$ cat config.mk
export PLATFORM = sky130hd
export DESIGN_NAME = lfsr_sample_fifo
export DESIGN_NICKNAME = d
export VERILOG_FILES = /design/src/rtl/lfsr_pkg.sv /design/src/rtl/lfsr_fifo_mem.sv /design/src/rtl/lfsr_sample_fifo.sv
export SDC_FILE = /design/constraint.sdc
export NUM_CORES = 1
export LEC_CHECK = 0
export CAP_MARGIN = 20
export CELL_PAD_IN_SITES_DETAIL_PLACEMENT = 0
export CELL_PAD_IN_SITES_GLOBAL_PLACEMENT = 1
export CORE_MARGIN = 4
export CORE_UTILIZATION = 46
export CTS_CLUSTER_SIZE = 25
export DETAILED_ROUTE_END_ITERATION = 6
export DONT_BUFFER_PORTS = 1
export PLACE_DENSITY_LB_ADDON = 0.1
export SYNTH_ARGS = -nofsm -noshare
export SYNTH_HDL_FRONTEND = slang
export SYNTH_HIERARCHICAL = 1
export SYNTH_SLANG_ARGS = --single-unit
$ cat constraint.sdc
create_clock -name clk -period 2.1 [get_ports clk]
set_clock_uncertainty 0.1 [all_clocks]
set_input_delay 0 -clock clk [delete_from_list [all_inputs] [get_ports clk]]
set_output_delay 0 -clock clk [all_outputs]
set_load 0.01 [all_outputs]
$ cat src/rtl/lfsr_pkg.sv
// Shared definitions for the LFSR counter and its sample FIFO.
// Holds the default sample width, default FIFO depth, the stored entry
// layout {wrap, data} and the saturating helper for the drop counter.
package lfsr_pkg;

  // Count width of the upstream LFSR counter; the FIFO sample width follows it.
  localparam int unsigned LfsrWidth = 8;

  // Default number of FIFO entries (power of two, at least 2).
  localparam int unsigned FifoDepth = 4;

  // Width and ceiling of the rejected-push counter.
  localparam int unsigned DropCntWidth = 8;
  localparam logic [DropCntWidth-1:0] DropCntMax = {DropCntWidth{1'b1}};

  // One stored sample: overflow flag above the count bits.
  typedef struct packed {
    logic                 wrap;
    logic [LfsrWidth-1:0] data;
  } lfsr_entry_t;

  // Increment that sticks at the all-ones value.
  function automatic logic [DropCntWidth-1:0] sat_inc(input logic [DropCntWidth-1:0] value);
    logic [DropCntWidth-1:0] result;
    result = value;
    if (value != DropCntMax) begin
      result = value + DropCntWidth'(1);
    end
    return result;
  endfunction

endpackage

$ cat src/rtl/lfsr_fifo_mem.sv
// Register-array storage for the LFSR sample FIFO.
// One synchronous write port and one asynchronous read port; contents are
// deliberately not reset, so validity is tracked entirely by the caller.
module lfsr_fifo_mem #(
  parameter int unsigned EntryWidth = 9,
  parameter int unsigned Depth      = 4,
  parameter int unsigned AddrWidth  = (Depth > 1) ? $clog2(Depth) : 1
) (
  input  logic                  clk_i,
  input  logic                  we_i,
  input  logic [AddrWidth-1:0]  waddr_i,
  input  logic [EntryWidth-1:0] wdata_i,
  input  logic [AddrWidth-1:0]  raddr_i,
  output logic [EntryWidth-1:0] rdata_o
);

  logic [EntryWidth-1:0] mem_q [Depth];

  // Write the addressed entry on a qualified push.
  always_ff @(posedge clk_i) begin
    if (we_i) begin
      mem_q[waddr_i] <= wdata_i;
    end
  end

  // Asynchronous read of the head entry.
  always_comb begin
    rdata_o = mem_q[raddr_i];
  end

endmodule

$ cat src/rtl/lfsr_sample_fifo.sv
// Sample FIFO behind the LFSR counter.
// Captures {in_overflow, in_data} on each accepted push and presents the
// oldest entry with valid/ready handshaking. Occupancy is held in a level
// counter and full/empty are derived from it, never from the pointers.
// Optional feature: define LFSR_FIFO_DROP_CNT_EN to build the saturating
// count of rejected pushes; otherwise drop_count is tied to zero.
module lfsr_sample_fifo
  import lfsr_pkg::*;
#(
  parameter int unsigned WIDTH = LfsrWidth,
  parameter int unsigned DEPTH = FifoDepth
) (
  input  logic                     clk,
  input  logic                     reset,
  input  logic                     in_valid,
  input  logic [WIDTH-1:0]         in_data,
  input  logic                     in_overflow,
  output logic                     out_valid,
  input  logic                     out_ready,
  output logic [WIDTH-1:0]         out_data,
  output logic                     out_wrap,
  output logic [$clog2(DEPTH):0]   level,
  output logic                     full,
  output logic [DropCntWidth-1:0]  drop_count
);

  localparam int unsigned AddrW   = $clog2(DEPTH);
  localparam int unsigned LevelW  = AddrW + 1;
  localparam int unsigned EntryW  = WIDTH + 1;
  localparam logic [AddrW-1:0]  LastAddr = AddrW'(DEPTH - 1);
  localparam logic [LevelW-1:0] FullLvl  = LevelW'(DEPTH);

  logic [AddrW-1:0]  wr_ptr_q, wr_ptr_d;
  logic [AddrW-1:0]  rd_ptr_q, rd_ptr_d;
  logic [LevelW-1:0] level_q,  level_d;

  logic              push;
  logic              pop;
  logic              drop;
  logic [EntryW-1:0] wr_entry;
  logic [EntryW-1:0] rd_entry;

  // Status derived from the occupancy counter.
  always_comb begin
    out_valid = (level_q != '0);
    full      = (level_q == FullLvl);
    level     = level_q;
  end

  // Handshake qualification; a full FIFO still takes a push when it pops.
  // Nothing is accepted while reset is held so the reset cycle stays inert.
  always_comb begin
    pop  = reset && out_valid && out_ready;
    push = reset && in_valid && (!full || pop);
    drop = reset && in_valid && full && !pop;
  end

  // Entry layout matches lfsr_entry_t: wrap flag in the top bit.
  always_comb begin
    wr_entry = {in_overflow, in_data};
  end

  // Storage: written at the write pointer, read combinationally at the head.
  lfsr_fifo_mem #(
    .EntryWidth (EntryW),
    .Depth      (DEPTH),
    .AddrWidth  (AddrW)
  ) u_mem (
    .clk_i   (clk),
    .we_i    (push),
    .waddr_i (wr_ptr_q),
    .wdata_i (wr_entry),
    .raddr_i (rd_ptr_q),
    .rdata_o (rd_entry)
  );

  // Head entry unpacked onto the output ports.
  always_comb begin
    out_wrap = rd_entry[EntryW-1];
    out_data = rd_entry[WIDTH-1:0];
  end

  // Next-state for pointers (explicit wrap at the last slot) and level.
  always_comb begin
    wr_ptr_d = wr_ptr_q;
    rd_ptr_d = rd_ptr_q;
    level_d  = level_q;

    if (push) begin
      wr_ptr_d = (wr_ptr_q == LastAddr) ? '0 : wr_ptr_q + AddrW'(1);
    end
    if (pop) begin
      rd_ptr_d = (rd_ptr_q == LastAddr) ? '0 : rd_ptr_q + AddrW'(1);
    end

    case ({push, pop})
      2'b10:   level_d = level_q + LevelW'(1);
      2'b01:   level_d = level_q - LevelW'(1);
      default: level_d = level_q;
    endcase
  end

  // Pointer and occupancy state with synchronous active-low reset.
  always_ff @(posedge clk) begin
    if (!reset) begin
      wr_ptr_q <= '0;
      rd_ptr_q <= '0;
      level_q  <= '0;
    end else begin
      wr_ptr_q <= wr_ptr_d;
      rd_ptr_q <= rd_ptr_d;
      level_q  <= level_d;
    end
  end

`ifdef LFSR_FIFO_DROP_CNT_EN
  logic [DropCntWidth-1:0] drop_cnt_q, drop_cnt_d;

  // Saturating drop counter next-state.
  always_comb begin
    drop_cnt_d = drop_cnt_q;
    if (drop) begin
      drop_cnt_d = sat_inc(drop_cnt_q);
    end
  end

  // Drop counter register with synchronous active-low reset.
  always_ff @(posedge clk) begin
    if (!reset) begin
      drop_cnt_q <= '0;
    end else begin
      drop_cnt_q <= drop_cnt_d;
    end
  end

  assign drop_count = drop_cnt_q;
`else
  logic unused_drop;

  // Counter not built; the drop qualifier is intentionally left unused.
  always_comb begin
    unused_drop = drop;
  end

  assign drop_count = '0;
`endif

endmodule
==> results of run 1 <==
through the flow:
| step | hold slack (ps) | instance area, um2 | setup slack (ps) |
|---|---|---|---|
| 2_1_floorplan | -1.13 | 1840 | 12.5 |
| 5_1_grt | 52.8 | 2090 | -65.1 |
| 4_1_cts | 9.82 | 2060 | 12.1 |
| 3_3_place_gp | -0.946 | 1860 | 82.8 |
| 6_report | 50.1 | 2090 | 19.5 |
| 3_5_place_dp | -0.994 | 1860 | 21.3 |
how the worst max path moves through the flow:
stage / start / to / slack (ps) / depth (start not counted)
5_1_grt: level[2] / level[2] / -70 / 9
4_1_cts: level[2] / level[2] / 10 / 9
2_1_floorplan: level[1] / level[2] / 10 / 9
3_3_place_gp: level[1] / level[2] / 80 / 9
3_5_place_dp: level[2] / level[2] / 20 / 9
6_report: level[2] / level[2] / 20 / 9
registers in the layout, indices dropped and copies added (netlist names):
signal	cells
u_mem/mem_q	36
level	3
rd_ptr_q	2
wr_ptr_q	2
routing by layer:
layer | routed length (um) | vias to the layer above | global-route usage (%)
met5 | 0 | - | 0
met4 | 50 | 0 | 6.38
met3 | 189 | 7 | 4.32
met2 | 1390 | 29 | 19.6
met1 | 1100 | 441 | 13.4
li1 | - | 419 | -
worst max-delay path: stages (launching register included):
cell      delay [ps]
dfxtp_4          390
nor3b_4          260
a21oi_4          100
inv_2             70
ha_4             130
inv_2             40
fa_2             340
xor2_1           150
or3_1            300
a21boi_1         130
layout make-up:
| type | count | area (um2) | area share, % |
|---|---|---|---|
| Clock buffer | 6 | 72.6 | 3.48 |
| Tap cell | 48 | 60.1 | 2.88 |
| Multi-Input combinational cell | 51 | 512 | 24.5 |
| Clock inverter | 2 | 12.5 | 0.600 |
| Sequential cell | 43 | 1230 | 58.9 |
| Inverter | 6 | 22.5 | 1.08 |
| Timing Repair Buffer | 20 | 178 | 8.51 |
cell usage in the layout, fill, tap and decap left out, types with 2 or more instances in the layout:
master,instances
and2_1,2
and3b_1,2
buf_4,9
clkbuf_8,5
conb_1,8
dfxtp_1,4
dfxtp_4,2
dlygate4sd3_1,11
edfxtp_1,36
ha_1,2
inv_1,4
inv_2,2
mux2i_1,2
mux4_2,9
nand2_1,8
o21ai_0,2
o21ai_1,2
or3_1,2
what timing repair did:
item | 4_1_cts | 5_1_grt
gates resized for setup | 0 | 3
hold buffers | 11 | 0
setup endpoints to repair | 1 | 1
pin swaps | 0 | 3
buffers inserted | 1 | 2
endpoints found under the hold margin | 43 | 0
kinds of logic (layout without fill, tap and decap cells):
logic type	count (synthesis)	after routing	synth area share, %
xor gates and xnor gates	2	2	0.983
AOI/OAI and AO/OA	7	7	2.60
other	1	8	0.210
and+or+nand+nor	19	19	6.11
muxes	11	11	12.5
DFF	43	43	68.5
buffers and inverters	17	34	5.83
adders and majority gates	4	4	3.23
power groups by stage:
stage	clock network [W]	logic, W	registers [W]
detailed placement	0	0.000193	0.00102
global route	0.000550	0.000243	0.00100
CTS	0.000509	0.000220	0.000997
global placement	0	0.000194	0.00101
floorplan	0	0.000168	0.00101
finish	0.000486	0.000221	0.000996
==> run_results.csv, run 1 <==
group,metric,value,unit
setup_path,crit_required,2220,ps
floorplan,ios,35,
setup_path,regToRegSetupSlack,20,ps
sta,fin_crit,2080,ps
setup_path,regToRegEndpoint,"level[2]",
yosys,synth-main-ff-cell,"edfxtp_1",
floorplan,start_util,48.3,%
place,dp_cells,154,
clocking,cts_tree,"built",
drt,wl_per_cell,15.5,um
yosys,yosys_warnings,6,
hold_path,hold_depth,4,
pwr,power_frac_comb,13.0,%
hold_path,hold_end,"wr_ptr_q[1]",
drt,drt_iter0_drc,50,
yosys,synthesis.area,1780,um2
drt,ant_nets,0,
global_route,grt_max_degree,14,
yosys,synth_area_leaders,"edfxtp_1, mux4_2, dfxtp_1",
sta,fin_crit_sh,99.1,%
final_layout,synthToLayoutAreaGrowth,17.1,%
pwr,power_frac_clock,28.5,%
setup_path,crit_path_max_fanout,6,
final_layout,drive_above_1_share,27.3,%
pwr,power.switching,0.000394,W
yosys,synth_cells,104,
yosys,ys_ff_latch,43,
setup_path,critPathLaunchType,"register",
drt,drcViolationCount,0,
sta,worstMarginPinSlew,528,ps
run,drv_cap,0,
clocking,clock_sinks,43,
outcome,run_status,"finished, final reports clean",
place,place_congestion,0.684,
drt,wl,2720,um
pwr,internal-power,0.00131,W
pwr,powerDensity,816,nW/um2
final_layout,nets,144,
global_route,antenna_found_initial,0,
yosys,synth_edf_count,36,
yosys,avgSynthCellArea,17.1,um2
drt,vias,896,
setup_path,r2r_cells,9,
sta,setup_viol,0,
sta,slew_headroom,64.8,%
yosys,synth_seq_area_share,68.5,%
pwr,peakVddDrop,0.360,mV
clocking,insertion_delay,280,ps
floorplan,dieArea,4930,um2
drt,via_per_inst,5.09,
floorplan,die_h,70.2,um
setup_path,endpoint_kind,"register",
global_route,track_usage,11.9,%
clocking,cts_buffer_depth,2,
final_layout,final_util,56.6,%
pwr,p_leak,0.726,nW
clocking,cts_root_buf,"clkbuf_8",
setup_path,critical_path_class,"reg2reg",
yosys,synth_top_area_share,60.7,%
yosys,ys_types,28,
global_route,grt_pass1_wl,4320,um
sta,tns,0,ps
final_layout,n_antenna_cell,0,
clocking,htreeDepth,2,
global_route,grt_overflow_total,0,
hold_path,worstHoldPathType,"in2reg",
clocking,clk_pin_slew_worst_paths,70,ps
place,io_buffer_count,0,
final_layout,stdcell_count,176,
final_layout,fillers,316,
sta,max_freq,481,MHz
floorplan,num_rows,22,
hold_path,worstHoldStart,"in_valid",
yosys,postSynth.asyncResetShare,0,%
clocking,cts_buffers,5,
pwr,totalPowerFinal,0.00170,W
pwr,p_seq_share,58.5,%
setup_path,reg2reg_from,"level[2]",
yosys,yosys.area.top_type,"edfxtp_1",
place,dp_hpwl,1820,um
floorplan,dieWidth,70.2,um
sta,slew_violations,0,
sta,hold_violations,0,
floorplan,core,3690,um2
sta,rsz0062_at_grt,"yes",
yosys,synth.most_common_cell,"edfxtp_1",
drt,dr.pass1.iters,3,
pwr,sw_frac_of_total,23.2,%
setup_path,worstPathArrival,2200,ps
global_route,grt_pass1_vias,848,
yosys,synth_common_cells,"edfxtp_1, mux4_2, buf_4, nand2_1, dfxtp_1",
Power figures use the tool's default switching activity.
==> run 2: changes to the inputs <==
--- a/config.mk
+++ b/config.mk
@@ -5,11 +5,12 @@
 export SDC_FILE = /design/constraint.sdc
 export NUM_CORES = 1
 export LEC_CHECK = 0
+export ABC_AREA = 1
 export CAP_MARGIN = 20
 export CELL_PAD_IN_SITES_DETAIL_PLACEMENT = 0
 export CELL_PAD_IN_SITES_GLOBAL_PLACEMENT = 1
 export CORE_MARGIN = 4
-export CORE_UTILIZATION = 46
+export CORE_UTILIZATION = 51
 export CTS_CLUSTER_SIZE = 25
 export DETAILED_ROUTE_END_ITERATION = 6
 export DONT_BUFFER_PORTS = 1
==> constraint.sdc (replaced) <==
create_clock -name clk -period 2.69 [get_ports clk]
set_clock_uncertainty 0.1 [all_clocks]
set_input_delay 0 -clock clk [delete_from_list [all_inputs] [get_ports clk]]
set_output_delay 0 -clock clk [all_outputs]
set_load 0.01 [all_outputs]
==> run 2 against run 1 <==
Against the previous run: setup slack gained 650 ps; clock-buffer cell count is 1 lower; critical path type unchanged; largest power group unchanged; worst hold slack improved by 250 ps; global-route usage up 3.0 points; register-to-register slack better by 650 ps.
==> run_results.csv, run 2 <==
group,metric,value,unit
outcome,run_status,"finished, final reports clean",
place,io_buffer_count,0,
global_route,use_met1,18.3,%
floorplan,ios,35,
global_route,grt_max_degree,19,
final_layout,nets,254,
yosys,synth-main-ff-cell,"edfxtp_1",
setup_path,crit_path_max_fanout,5,
yosys,yosys_warnings,6,
floorplan,start_util,53.3,%
drt,wl_per_cell,12.4,um
floorplan,dieArea,5310,um2
sta,max_freq,495,MHz
yosys,ys_types,23,
clocking,cts_resized,0,
pwr,p_leak,1.13,nW
final_layout,top_register,"u_mem/mem_q",
run,drv_cap,0,
place,place_ws,700,ps
drt,vias,1342,
floorplan,die_h,72.9,um
sta,layout_setup_ws,670,ps
pwr,powerDensity,588,nW/um2
sta,slew_violations,0,
setup_path,critPathLaunchType,"register",
final_layout,final_cell_mix,"nand2_1, inv_1, edfxtp_1",
yosys,synth_cells,219,
yosys,avgSynthCellArea,9.80,um2
drt,drcViolationCount,0,
drt,wl,3570,um
sta,setup_viol,0,
final_layout,synthToLayoutAreaGrowth,10.2,%
clocking,postCtsSetupBuffers,0,
setup_path,cpPeakStageDelay,460,ps
setup_path,path_cells,"inv_2, nand3_2, nand3_2, inv_1, ha_1, inv_2, fa_1, inv_1, nand2_1, nand3_1, nand2_1, inv_1, nor2_1",
final_layout,drive_above_1_share,17.6,%
floorplan,core,4030,um2
setup_path,worstPathArrival,2120,ps
final_layout,final_util,58.7,%
floorplan,num_rows,23,
sta,slew_headroom,60.3,%
clocking,clock_sinks,43,
yosys,yosys.area.top_type,"edfxtp_1",
global_route,grt_overflow_total,0,
setup_path,slowest_stage,"dfxtp_1",
yosys,ys_ff_latch,43,
yosys,synth_top_area_share,50.4,%
yosys,synthesis.area,2150,um2
sta,rsz0062_at_grt,"no",
global_route,grt.met2_usage,24.5,%
sta,hold_violations,0,
yosys,synth_area_leaders,"edfxtp_1, nand2_1, inv_1",
global_route,met3_usage,5.79,%
sta,fin_crit_sh,75.1,%
hold_path,worstHoldPathType,"in2reg",
drt,drt_iter0_drc,66,
setup_path,critical_path_class,"reg2reg",
global_route,track_usage,15.0,%
yosys,synth_common_cells,"nand2_1, inv_1, edfxtp_1",
floorplan,dieWidth,72.9,um
final_layout,n_antenna_cell,0,
setup_path,cpMostUsedCell,"inv_1",
clocking,insertion_delay,290,ps
global_route,antenna_found_initial,0,
yosys,postSynth.asyncResetShare,0,%
drt,dr.pass1.iters,4,
sta,hold_ws,299,ps
final_layout,largest_reg_flops,36,
place,dp_hpwl,2490,um
yosys,synth_edf_count,36,
clocking,cts_buffer_depth,2,
setup_path,crit_required,2790,ps
sta,tns,0,ps
drt,ant_nets,0,
clocking,cts_buffers,5,
yosys,synth_seq_area_share,56.9,%
sta,fin_crit,2020,ps
place,place_congestion,0.722,
clocking,cts_hold_buf,12,
drt,via_per_inst,4.66,
final_layout,final_common_cell,"nand2_1",
yosys,synth.most_common_cell,"nand2_1",
global_route,busiest_layer,"met2",
setup_path,endpoint_kind,"register",
clocking,clk_pin_slew_worst_paths,70,ps
pwr,peakVddDrop,0.357,mV
global_route,grt_pass1_vias,1243,
clocking,htreeDepth,2,
clocking,cts_tree,"built",
clocking,cts_root_buf,"clkbuf_8",
global_route,grt_pass1_wl,5820,um
sta,worstMarginPinSlew,595,ps
==> run 2: cell count changes after synthesis, moves of 3 or more <==
cell,previous run,this run
nand2_1,8,52
inv_1,6,49
nand3_2,0,12
nand3_1,0,11
mux4_2,9,0
nand2_2,0,9
inv_2,0,6
nor3_1,0,5
nand4_1,0,3
==> run 2: per-stage QoR <==
stage	total power (W)	instances	area [um2]
6_report	0.00139	288	2360
3_3_place_gp	0.00100	268	2160
4_1_cts	0.00141	288	2360
5_1_grt	0.00147	288	2360
2_1_floorplan	0.000988	226	2170
3_5_place_dp	0.00101	268	2160
==> run 2: final cells by class <==
type / instances / area (um2)
fillers: 346 / 1660
flip-flops and latches: 43 / 1220
multi-input cells: 114 / 624
inverters: 56 / 215
repair buffers: 17 / 158
clock buffers: 5 / 68.8
well taps: 50 / 62.6
clock inverters: 3 / 15.0
==> run 2: power breakdown <==
part / internal, W / switching, W / total (W)
logic: 0.0000747 / 0.000151 / 0.000226
registers: 0.000752 / 0.0000335 / 0.000786
clock network: 0.000176 / 0.000203 / 0.000379
==> run 2: path summary, 6_finish.rpt <==
check	startpoint	endpoint	slack, ps	depth (start not counted)
worst min register to register	level[0]	level[0]	460	1
worst max-delay path	level[0]	level[2]	670	13
worst max register to register	level[0]	level[2]	670	13
worst min-delay path	in_data[5]	u_mem/mem_q[1][5]	300	1
==> run 2: cells by family after synthesis <==
family          after synthesis  share of synthesized area, %
simple gates                 98                          24.1
buf+inv                      69                          15.2
flops                        43                          56.9
compound gates                4                         0.933
fa+ha+maj                     4                          2.68
other cells                   1                         0.175
==> run 2: worst max-delay path: cells and delay by family, from the launching register on <==
family        cells  cell delay, ps
fa+ha+maj         2             560
flops             1             460
simple gates      6             460
buf+inv           5             340
==> run 2: routing by layer <==
metal,up-vias,wire length (um)
li1,699,-
met1,609,1580
met2,29,1700
met3,5,241
met4,0,48
met5,-,0
==> run 3: changes to the inputs <==
--- a/config.mk
+++ b/config.mk
@@ -10,7 +10,7 @@
 export CELL_PAD_IN_SITES_DETAIL_PLACEMENT = 0
 export CELL_PAD_IN_SITES_GLOBAL_PLACEMENT = 1
 export CORE_MARGIN = 4
-export CORE_UTILIZATION = 51
+export CORE_UTILIZATION = 48
 export CTS_CLUSTER_SIZE = 25
 export DETAILED_ROUTE_END_ITERATION = 6
 export DONT_BUFFER_PORTS = 1
==> constraint.sdc (replaced) <==
create_clock -name clk -period 1.9 [get_ports clk]
set_clock_uncertainty 0.1 [all_clocks]
set_input_delay 0 -clock clk [delete_from_list [all_inputs] [get_ports clk]]
set_output_delay 0 -clock clk [all_outputs]
set_load 0.01 [all_outputs]
==> run 3 against run 2 <==
Against the previous run: routed wire length increased by 0.34%; non-clock buffer count increased by 11; clock-buffer cell count increased by 1; critical path depth decreased by 1; fmax increased by 14%; final cell count increased by 4.5%; sequential power increased by 37%; worst hold slack got worse by 160 ps; core utilization decreased by 0.39 points; setup slack got worse by 540 ps; register-to-register slack got worse by 540 ps; sequential share of layout area decreased by 3.3 points.
==> run_results.csv, run 3 (same netlist as run 2, synthesis figures left out) <==
group,metric,value,unit
drt,wl,3580,um
sta,rsz0062_at_grt,"no",
final_layout,final_common_cell,"nand2_1",
global_route,antenna_found_initial,0,
floorplan,dieWidth,74.9,um
drt,via_per_inst,4.62,
global_route,grt_max_degree,23,
place,place_congestion,0.807,
drt,ant_nets,0,
setup_path,worstPathArrival,1900,ps
setup_path,reg2reg_from,"level[2]",
final_layout,top_register,"u_mem/mem_q",
place,place_ws,-2.33,ps
place,dp_cells,276,
final_layout,final_cell_area,2540,um2
floorplan,dieArea,5600,um2
global_route,grt_pass1_wl,5950,um
sta,slew_violations,0,
clocking,clk_pin_slew_worst_paths,80,ps
sta,hold_ws,137,ps
floorplan,ios,35,
global_route,grt_overflow_total,0,
hold_path,worstHoldPathType,"in2reg",
final_layout,final_cell_mix,"nand2_1, inv_1, edfxtp_1",
sta,max_freq,564,MHz
setup_path,regToRegEndpoint,"level[2]",
sta,tns,0,ps
outcome,run_status,"finished, final reports clean",
final_layout,synthToLayoutAreaGrowth,18.3,%
clocking,cts_buffer_depth,2,
clocking,cts_root_buf,"clkbuf_8",
floorplan,start_util,49.3,%
place,dp_hpwl,2590,um
drt,wl_per_cell,11.9,um
final_layout,stdcell_count,301,
floorplan,core,4350,um2
setup_path,endpoint_kind,"register",
global_route,grt_pass1_vias,1341,
setup_path,crit_required,2020,ps
clocking,cts_buffers,5,
final_layout,largest_reg_flops,36,
setup_path,r2r_cells,12,
clocking,clock_sinks,43,
floorplan,num_rows,24,
run,drv_cap,0,
sta,fin_crit_sh,93.3,%
final_layout,n_antenna_cell,0,
global_route,track_usage,14.5,%
setup_path,critPathCapture,"level[2]",
pwr,p_leak,1.21,nW
pwr,powerDensity,899,nW/um2
drt,dr.pass1.iters,4,
setup_path,cp-startpoint,"level[2]",
setup_path,critPathLaunchType,"register",
clocking,cts_tree,"built",
drt,vias,1392,
clocking,htreeDepth,2,
sta,setup_viol,0,
sta,fin_crit,1770,ps
sta,layout_setup_ws,127,ps
setup_path,regToRegSetupSlack,130,ps
pwr,peakVddDrop,0.432,mV
drt,drcViolationCount,0,
drt,drt_iter0_drc,52,
place,io_buffer_count,0,
final_layout,nets,265,
final_layout,drive_above_1_share,24.1,%
clocking,insertion_delay,290,ps
setup_path,crit_path_max_fanout,4,
place,placed_area,2210,um2
floorplan,die_h,74.9,um
sta,hold_violations,0,
setup_path,critical_path_class,"reg2reg",
run 3: cell count changes in the layout (fill, tap and decap cells not counted), moves of 2 or more:
cell	before	now
dlygate4sd3_1	12	14
bufinv_16	0	2
clkinv_1	2	0
inv_2	6	8
inv_1	49	47
nand2_2	9	11
buf_4	5	13
nand2_1	52	50
dfxtp_1	7	5
run 3: area by class of cell:
cell class	count	area, um2
Multi-Input combinational cell	114	649
Sequential cell	43	1230
Tap cell	52	65.1
Clock buffer	6	72.6
Timing Repair Buffer	28	250
Inverter	56	215
Fill cell	365	1820
Clock inverter	2	60.1
run 3: critical path, stage by stage, from the launching register on:
cell,delay [ps]
dfxtp_4,380
inv_2,50
nand3_2,80
nand3_2,90
inv_2,90
ha_4,130
inv_2,50
fa_2,370
nand2_2,90
nand3_2,70
nand2_1,60
inv_1,50
nor2_1,90
run 3: power breakdown:
part | internal [W] | leakage (nW) | switching, W
Combinational | 0.000139 | 0.763 | 0.000250
Clock | 0.000525 | 0.0654 | 0.000283
Sequential | 0.00107 | 0.386 | 0.0000191
Total | 0.00173 | 1.21 | 0.000552
run 3: through the flow:
stage | util [%] | power, W
finish | 58.3 | 0.00228
global placement | 50.7 | 0.00144
detailed placement | 50.7 | 0.00145
CTS | 57.2 | 0.00229
global route | 58.3 | 0.00240
floorplan | - | 0.00140
run 3: repair_timing:
action                                  4_1_cts  5_1_grt
setup buffers                                 0        2
pin swaps                                     0        4
endpoints found under the hold margin        43        0
hold buffers                                 15        0
endpoints found under the setup margin        1        1
resized for setup                             1       11
run 3: worst min path at each step:
| stage | startpoint | endpoint | slack (ps) | cells past startpoint |
|---|---|---|---|---|
| detailed placement | in_data[4] | u_mem/mem_q[3][4] | -1 | 0 |
| floorplan | in_data[0] | u_mem/mem_q[0][0] | -1 | 0 |
| CTS | reset | rd_ptr_q[1] | 290 | 3 |
| global route | reset | level[1] | 170 | 3 |
| finish | reset | level[2] | 140 | 3 |
| global placement | in_data[4] | u_mem/mem_q[3][4] | -0.9 | 0 |
run 3: routing by layer:
| metal | up-vias | GRT usage [%] | wire length (um) |
|---|---|---|---|
| met2 | 30 | 26.3 | 1890 |
| met1 | 635 | 15.5 | 1410 |
| li1 | 721 | - | - |
| met5 | - | 0 | 0 |
| met4 | 0 | 6.32 | 55 |
| met3 | 6 | 4.27 | 223 |
